$ cat src/rtl/cpu_ctrl_pkg.sv
// Shared encodings for the multi-cycle CPU control unit: opcodes, functs,
// FSM states, instruction classes and datapath select encodings.
package cpu_ctrl_pkg;

  localparam logic [5:0] OP_RTYPE = 6'h00;
  localparam logic [5:0] OP_J     = 6'h02;
  localparam logic [5:0] OP_JAL   = 6'h03;
  localparam logic [5:0] OP_BNE   = 6'h05;
  localparam logic [5:0] OP_ADDI  = 6'h08;
  localparam logic [5:0] OP_XORI  = 6'h0E;
  localparam logic [5:0] OP_LW    = 6'h23;
  localparam logic [5:0] OP_SW    = 6'h2B;

  localparam logic [5:0] FN_JR    = 6'h08;
  localparam logic [5:0] FN_ADD   = 6'h20;
  localparam logic [5:0] FN_SUB   = 6'h22;
  localparam logic [5:0] FN_SLT   = 6'h2A;

  typedef enum logic [2:0] {
    S_START, S_FETCH, S_DECODE, S_EXEC, S_MEM, S_WB, S_ERROR
  } state_e;

  typedef enum logic [3:0] {
    C_LW, C_SW, C_J, C_JAL, C_JR, C_BNE, C_ADDI, C_XORI,
    C_RADD, C_RSUB, C_RSLT, C_ILLEGAL
  } iclass_e;

  typedef enum logic [2:0] {
    ALU_ADD = 3'd0, ALU_SUB = 3'd1, ALU_XOR = 3'd2, ALU_SLT = 3'd3
  } aluop_e;

  typedef enum logic [1:0] {RDST_RT = 2'd0, RDST_RD = 2'd1, RDST_R31 = 2'd2} regdst_e;
  typedef enum logic [1:0] {MTR_ALU = 2'd0, MTR_MEM = 2'd1, MTR_PC4 = 2'd2} memtoreg_e;
  typedef enum logic [1:0] {PC_PC4 = 2'd0, PC_BRANCH = 2'd1, PC_JUMP = 2'd2, PC_JR = 2'd3} pcsrc_e;

  // ALU controls are a pure function of the class so EXEC/MEM/WB hold them.
  function automatic aluop_e alu_op_of(iclass_e c);
    case (c)
      C_BNE, C_RSUB: return ALU_SUB;
      C_XORI:        return ALU_XOR;
      C_RSLT:        return ALU_SLT;
      default:       return ALU_ADD;
    endcase
  endfunction

  function automatic logic alu_src_of(iclass_e c);
    return c inside {C_LW, C_SW, C_ADDI, C_XORI};
  endfunction

endpackage

$ cat src/rtl/instr_class_decode.sv
// Combinational opcode/funct to instruction-class mapping.
module instr_class_decode
  import cpu_ctrl_pkg::*;
(
  input  logic [5:0] opcode,
  input  logic [5:0] funct,
  output iclass_e    iclass
);

  always_comb begin
    iclass = C_ILLEGAL;
    case (opcode)
      OP_LW:   iclass = C_LW;
      OP_SW:   iclass = C_SW;
      OP_J:    iclass = C_J;
      OP_JAL:  iclass = C_JAL;
      OP_BNE:  iclass = C_BNE;
      OP_ADDI: iclass = C_ADDI;
      OP_XORI: iclass = C_XORI;
      OP_RTYPE: begin
        case (funct)
          FN_ADD:  iclass = C_RADD;
          FN_SUB:  iclass = C_RSUB;
          FN_SLT:  iclass = C_RSLT;
          FN_JR:   iclass = C_JR;
          default: iclass = C_ILLEGAL;
        endcase
      end
      default: iclass = C_ILLEGAL;
    endcase
  end

endmodule

$ cat src/rtl/multicycle_control.sv
// Multi-cycle control FSM: sequences each instruction through
// FETCH/DECODE/EXEC/MEM/WB and decodes datapath control from state and class.
module multicycle_control
  import cpu_ctrl_pkg::*;
(
  input  logic       clk,
  input  logic       reset,
  input  logic [5:0] opcode,
  input  logic [5:0] funct,
  input  logic       zero,
  output logic       pcwr,
  output logic       irwr,
  output logic       regwr,
  output logic       memwr,
  output logic [1:0] regdst,
  output logic [1:0] memtoreg,
  output logic       alusrc,
  output logic [2:0] alucntrl,
  output logic [1:0] pcsrc,
  output logic       instrdone,
  output logic       err
);

  state_e  state_q, state_d;
  iclass_e cls_q, cls_d, cls_dec;

  instr_class_decode u_decode (
    .opcode (opcode),
    .funct  (funct),
    .iclass (cls_dec)
  );

  // The class is captured in DECODE; later opcode/funct changes are ignored.
  always_comb begin
    cls_d = (state_q == S_DECODE) ? cls_dec : cls_q;
  end

  always_ff @(posedge clk or posedge reset) begin
    if (reset) begin
      state_q <= S_START;
      cls_q   <= C_ILLEGAL;
    end else begin
      state_q <= state_d;
      cls_q   <= cls_d;
    end
  end

  always_comb begin
    state_d   = state_q;
    pcwr      = 1'b0;
    irwr      = 1'b0;
    regwr     = 1'b0;
    memwr     = 1'b0;
    regdst    = RDST_RT;
    memtoreg  = MTR_ALU;
    alusrc    = 1'b0;
    alucntrl  = ALU_ADD;
    pcsrc     = PC_PC4;
    err       = 1'b0;

    case (state_q)
      S_START: state_d = S_FETCH;
      S_FETCH: begin
        irwr    = 1'b1;
        pcwr    = 1'b1;
        pcsrc   = PC_PC4;
        state_d = S_DECODE;
      end
      S_DECODE: begin
        case (cls_dec)
          C_ILLEGAL: state_d = S_ERROR;
          C_J: begin
            pcwr    = 1'b1;
            pcsrc   = PC_JUMP;
            state_d = S_FETCH;
          end
          C_JAL: begin
            pcwr     = 1'b1;
            pcsrc    = PC_JUMP;
            regwr    = 1'b1;
            regdst   = RDST_R31;
            memtoreg = MTR_PC4;
            state_d  = S_FETCH;
          end
          C_JR: begin
            pcwr    = 1'b1;
            pcsrc   = PC_JR;
            state_d = S_FETCH;
          end
          default: state_d = S_EXEC;
        endcase
      end
      S_EXEC: begin
        alucntrl = alu_op_of(cls_q);
        alusrc   = alu_src_of(cls_q);
        case (cls_q)
          C_BNE: begin
            // Branch taken when the SUB result is non-zero (Mealy on zero).
            pcwr    = ~zero;
            pcsrc   = zero ? PC_PC4 : PC_BRANCH;
            state_d = S_FETCH;
          end
          C_LW, C_SW: state_d = S_MEM;
          default:    state_d = S_WB;
        endcase
      end
      S_MEM: begin
        alucntrl = alu_op_of(cls_q);
        alusrc   = alu_src_of(cls_q);
        if (cls_q == C_SW) begin
          memwr   = 1'b1;
          state_d = S_FETCH;
        end else begin
          state_d = S_WB;
        end
      end
      S_WB: begin
        alucntrl = alu_op_of(cls_q);
        alusrc   = alu_src_of(cls_q);
        regwr    = 1'b1;
        regdst   = (cls_q inside {C_RADD, C_RSUB, C_RSLT}) ? RDST_RD : RDST_RT;
        memtoreg = (cls_q == C_LW) ? MTR_MEM : MTR_ALU;
        state_d  = S_FETCH;
      end
      S_ERROR: begin
        err     = 1'b1;
        state_d = S_ERROR;
      end
      default: state_d = S_START;
    endcase

    instrdone = (state_d == S_FETCH) && (state_q != S_START);

    // Force quiet outputs while reset is asserted, independent of state timing.
    if (reset) begin
      pcwr      = 1'b0;
      irwr      = 1'b0;
      regwr     = 1'b0;
      memwr     = 1'b0;
      regdst    = RDST_RT;
      memtoreg  = MTR_ALU;
      alusrc    = 1'b0;
      alucntrl  = ALU_ADD;
      pcsrc     = PC_PC4;
      instrdone = 1'b0;
      err       = 1'b0;
    end
  end

endmodule
$ cat config.mk
export PLATFORM = sky130hd
export DESIGN_NAME = multicycle_control
export DESIGN_NICKNAME = d
export VERILOG_FILES = /design/src/rtl/cpu_ctrl_pkg.sv /design/src/rtl/instr_class_decode.sv /design/src/rtl/multicycle_control.sv
export SDC_FILE = /design/constraint.sdc
export NUM_CORES = 1
export LEC_CHECK = 0
export ABC_AREA = 1
export CORE_MARGIN = 2
export CORE_UTILIZATION = 45
export DETAILED_ROUTE_END_ITERATION = 8
export HOLD_SLACK_MARGIN = 0.03
export PLACE_DENSITY = 0.88
export SLEW_MARGIN = 20
export SYNTH_ARGS = -nofsm -noshare
export SYNTH_HDL_FRONTEND = slang
export SYNTH_SLANG_ARGS = --single-unit
$ cat constraint.sdc
create_clock -name clk -period 3.3 [get_ports clk]
set_input_delay 0.825 -clock clk [delete_from_list [all_inputs] [get_ports clk]]
set_output_delay 0.825 -clock clk [all_outputs]
set_load 0.01 [all_outputs]
Word level (Yosys, flattened, before mapping):

Index checks and enable logic that the tools add are counted.

* logic and storage cells: 83
* register bits: 7
* output and inout bits: 16

* multiplexer cells: 38
* reductions and logical operators: 13
* equality and inequality tests: 29
* bitwise operators: 1

Operators by type and width (count)
* 4-bit case mux with 8 select lines: 1
* 6-bit == test, second input constant: 5
* 1-bit 2-to-1 mux: 19
* 6-bit by 4-bit == test with 1-bit output, second input constant: 3
* 3-bit case mux with 6 select lines: 1
* 4-bit by 3-bit == test with 1-bit output, second input constant: 4
* 4-bit == test, second input constant: 4
* 2-bit case mux with 2 select lines: 4
* 4-bit case mux with 4 select lines: 1
* 6-bit by 2-bit == test with 1-bit output, second input constant: 2
* 3-bit case mux with 2 select lines: 2
* 2-bit 2-to-1 mux: 5
* 3-bit == test, second input constant: 3
* 4-bit by 2-bit == test with 1-bit output, second input constant: 2
* 2-bit OR reduction: 4
* 3-bit by 1-bit == test with 1-bit output, second input constant: 2
* 3-bit by 2-bit == test with 1-bit output, second input constant: 2
* 6-bit by 3-bit == test with 1-bit output, second input constant: 1
* 6-bit zero test: 1
* 3-bit 2-to-1 mux: 2
* 2-bit case mux with 3 select lines: 1
* 3-bit nonzero test: 2
* 3-bit OR reduction: 2
* 4-bit by 1-bit == test with 1-bit output, second input constant: 1
* other kinds (7): 7

Depth between registers and ports, before layout:

* word-level depth: 10
* mapped depth: 12
* depth with buffers taken out: 12

By module:

A second synthesis with hierarchy kept.

* cell total of the unflattened synthesis: 164
* area total of the unflattened synthesis: 942.2 sq um

By module, submodules not included
* multicycle_control: cells each 104, area an instance 656.9 sq um, instances 1
* instr_class_decode: cells each 60, area an instance 285.3 sq um, instances 1

Worst setup path after synthesis:

No wires, ideal clock.

* kind: input -> output
* from: input port opcode[3]
* to: output port regdst[1]
* data required time: 2.475 ns
* slack: 0.539 ns
* stages: 10
* arrival: 1.936 ns
* path buffers: 1
* path through: nand2_1 -> inv_1 -> nand3_1 -> nand2_2 -> nor2_1 -> nand2_2 -> nand3_2 -> nand2_1 -> nor3_1 -> buf_4

* word-level cells in the longest chain between the ends: 6
* elaborated cells between the ends (all ways): 13
* classes of those cells: 8 x eq/ne; 4 x mux; 1 x reduce/logical

Ends and longest elaborated chain
* start, declared: line multicycle_control.sv:8 `input logic [5:0] opcode,`
* 6-bit by 4-bit == test with 1-bit output, or another cell as far along: line instr_class_decode.sv:12 `case (opcode)`
* 4-bit case mux with 8 select lines *: line instr_class_decode.sv:12
* 4-bit by 2-bit == test with 1-bit output *: line multicycle_control.sv:70 `case (cls_dec)`
* 2-bit 2-to-1 mux *: line multicycle_control.sv:70
* 2-bit case mux with 2 select lines *: line multicycle_control.sv:61 `case (state_q)`
* 2-bit 2-to-1 mux *: line multicycle_control.sv:135 `if (reset) begin`
* end, declared: line multicycle_control.sv:15 `output logic [1:0] regdst,`

Mark *: on every way between the ends. The rest lies on a longest branch, timed or not.

Final worst setup path:

* from: input port funct[3]
* to: output port instrdone

* word-level cells in the longest chain between the ends: 10
* elaborated cells between the ends (all ways): 16
* classes of those cells: 9 x eq/ne; 5 x mux; 2 x reduce/logical

Ends and longest elaborated chain
* start, declared: line multicycle_control.sv:9 `input logic [5:0] funct,`
* 6-bit by 4-bit == test with 1-bit output or 6-bit == test (tied branches): line instr_class_decode.sv:21 `case (funct)`
* 4-bit case mux with 4 select lines *: line instr_class_decode.sv:21
* 4-bit case mux with 8 select lines *: line instr_class_decode.sv:12
* 4-bit by 3-bit == test with 1-bit output or 4-bit by 2-bit == test with 1-bit output (tied branches): line multicycle_control.sv:70
* 3-bit OR reduction (no line)
* 3-bit case mux with 2 select lines *: line multicycle_control.sv:70
* 3-bit case mux with 6 select lines *: line multicycle_control.sv:61
* net state_d[0]: line multicycle_control.sv:24 `state_e state_q, state_d;`
* 3-bit by 1-bit == test with 1-bit output *: line multicycle_control.sv:132 `instrdone = (state_d == S_FETCH) && (state_q != S_START);`
* 1-bit logical AND *: line multicycle_control.sv:132
* 1-bit 2-to-1 mux *: line multicycle_control.sv:135
* end, declared: line multicycle_control.sv:20 `output logic instrdone,`

The timed path passes the listed nets; every way through them passes the cells marked *.

==> flow_metrics.py <==
metrics = {
    "sta": {
        "hold_violations": 0,
        "setup_slack_ns": 0.0863,
        "drv_slew": 0,
        "whs_ns": 0.500,
        "setup-tns-final_ns": 0,
        "min_period_ns": 3.21,
        "fin_crit_sh_pct": 97.4,
        "skew_ns": 0.00520,
        "setup_viol": 0,
        "rsz0062_at_grt": "true",
        "maxClockFrequency_ghz": 0.311,
    },
    "floorplanning": {
        "fp.dieH_um": 47.9,
        "core-area_um2": 1760,
        "pin_count": 31,
        "initial_core_util_pct": 49.2,
        "die-area_um2": 2300,
        "die_w_um": 47.9,
        "fp-row-count": 15,
    },
    "clock_tree": {
        "clockBufferDepth": 2,
        "cts-hold-fix-buffers": 0,
        "clock_latency_ns": 0.25,
        "cts_tree": "done",
        "htreeDepth": 1,
        "clk_root_buffer_cell": "clkbuf_4",
        "cts_buffers": 3,
        "clock_sinks": 7,
        "clk_pin_slew_ns": 0.05,
    },
    "drt": {
        "antenna_left": 0,
        "wl_per_cell_um": 10.8,
        "drc": 0,
        "wl_um": 2410,
        "num_vias": 1125,
        "drt-initial-drc-count": 25,
        "dr.pass1.iters": 4,
        "vias_per_cell": 5.04,
    },
    "critical_path": {
        "cp.buffers_inverters": 3,
        "cp_slowest_cell": "clkdlybuf4s50_1",
        "path_class": "input port to primary output",
        "crit_fanout": 3,
        "critPathTopFamily": "simple AND/OR/NAND/NOR gates",
        "cp.required_ns": 2.47,
        "startpoint_type": "input port",
        "endpoint_kind": "primary output",
        "path_common_cell": "nand2_1",
        "worstPathCellList": "clkdlybuf4s50_1 -> inv_1 -> nor2_2 -> nand3_2 -> nand3_2 -> nand2_1 -> nand2_1 -> nand3_2 -> nand3_1 -> nand2_1 -> nand2_2 -> nand2_1 -> nor2_1 -> buf_2",
        "slowest_delay_ns": 0.48,
        "crit_arrival_ns": 2.39,
    },
    "yosys": {
        "synth_most_common_cell": "nor2_1",
        "synth.top_cell.area_share_pct": 14.3,
        "synth_ff_type": "dfrtp_1",
        "syn-instance-count": 156,
        "syn_avg_cell_area_um2": 5.57,
        "synthArstFlopShare_pct": 100,
        "yosysUniqueCellTypes": 24,
        "yosysSeqAreaShare_pct": 20.6,
        "syn_nets": 171,
        "yosysWarnings": 0,
        "ys_seq_elements": 7,
        "synth_area_um2": 868,
        "synth-edff-count": 0,
        "synth_top_area_cell": "nor2_1",
        "synthTopCellsByCount": "nor2_1, nand2_1, inv_1",
        "synthTopCellsByArea": "nor2_1, nand2_1, inv_1, dfrtp_1, nand3_1",
    },
    "flow_run": {
        "drv_cap": 0,
    },
    "global_routing": {
        "grt_util_met1_pct": 24.8,
        "grt_max_degree": 11,
        "first_global_vias": 991,
        "antenna_found_initial": 0,
        "grt_use_met2_pct": 45.3,
        "grt_overflow": 0,
        "grt.total_usage_pct": 23.4,
        "grtUsageMet3_pct": 3.77,
        "top_usage_layer": "met2",
        "grt_pass1_wl_um": 3750,
    },
    "placement": {
        "pre_cts_ws_ns": -0.414,
        "portBuffers": 29,
        "dp_hpwl_um": 1910,
        "globalplace.congestion": 0.872,
    },
    "pwr": {
        "leakagePower_nw": 0.669,
        "peakVddDrop_mv": 0.407,
        "totalPowerFinal_uw": 675,
        "pwr_density_cell_nw_per_um2": 526,
    },
    "finish": {
        "layout-drive-gt1-share_pct": 21.2,
        "nNetsFinal": 214,
        "synthToLayoutAreaGrowth_pct": 47.8,
        "nFillCells": 167,
        "antenna_cells": 0,
    },
    "hold_path": {
        "hp-class": "flop to flop",
    },
    "outcome": {
        "status": "finished, final reports clean",
    },
}
## metal layers
metal	share of wire [%]	up-vias
met5	0	-
met4	1.2	0
met3	4.9	4
met2	52	38
met1	42	508
li1	-	575
## timing repair
action / in CTS / in global routing
gates resized for setup: 21 / 14
pin swaps: 5 / 1
endpoints found under the hold margin: 0 / 0
setup buffers: 3 / 0
setup endpoints to repair: 7 / 6
## area by class of cell
cell class / count / area, um2 / area share (%)
multi-input cells: 117 / 584 / 45.5
repair buffers: 42 / 358 / 27.9
flip-flops and latches: 7 / 179 / 13.9
inverters: 28 / 105 / 8.19
well taps: 25 / 31.3 / 2.44
clock buffers: 4 / 26.3 / 2.05
## metrics by stage
stage	std cells	utilization (%)	instance area [um2]
final	223	72.8	1280
after floorplan	156	-	868
after global routing	223	72.8	1280
after CTS	223	71.8	1270
after global placement	216	70.0	1230
after detailed placement	216	70.0	1230
## state kept, by name, summed over array words and instances (netlist names)
register / cells
cls_q: 4
state_q: 3
## worst reg2reg max path, stage by stage, from the launching register on
cell and delay (ns):
dfstp_2 0.54, inv_1 0.07, nor2_1 0.13, inv_1 0.05, nor2_1 0.12, nor2_1 0.07
a311oi_1 0.32, nand2_1 0.11
## worst paths after layout
check                              to     start  slack, ns  cells past startpoint
min in group asynchronous  state_q[2]     reset       0.76                      3
hold / removal               cls_q[3]  cls_q[3]       0.50                      2
setup / recovery            instrdone  funct[3]       0.09                     14
max in group asynchronous    cls_q[3]     reset       2.34                      3
setup reg to reg           state_q[2]  cls_q[0]       1.77                      7
hold reg to reg              cls_q[3]  cls_q[3]       0.50                      2
## cells in the final DEF, fill, tap and decap left out, types with 2 or more instances in the layout
cell type        Yosys  routed
a21oi_1              4       4
buf_2                0       3
buf_4                4      13
clkbuf_2             0       2
clkbuf_4             0       3
clkdlybuf4s50_1      0      14
dfrtp_1              4       4
dfstp_2              3       3
dlygate4sd2_1        0       8
dlymetal6s2s_1       0       2
inv_1               28      28
nand2_1             32      32
nand2_2              3       3
nand3_1             17      15
nand3_2              2       4
nand4_1              2       2
nor2_1              33      31
nor2_2               4       5
nor2_4               1       2
nor3_1               7       6
o21ai_0              3       3
## logic make-up after synthesis
family | Yosys count | share of synthesized area (%)
and+or+nand+nor | 105 | 55.2
buffers and inverters | 32 | 15.6
AOI/OAI and AO/OA | 11 | 8.21
other | 1 | 0.432
DFF | 7 | 20.6
## power breakdown
group / total (mW) / internal (mW) / switching, mW
clock network: 0.0787 / 0.0462 / 0.0325
registers: 0.190 / 0.143 / 0.0466
logic: 0.407 / 0.167 / 0.240
Power figures use the tool's default switching activity.
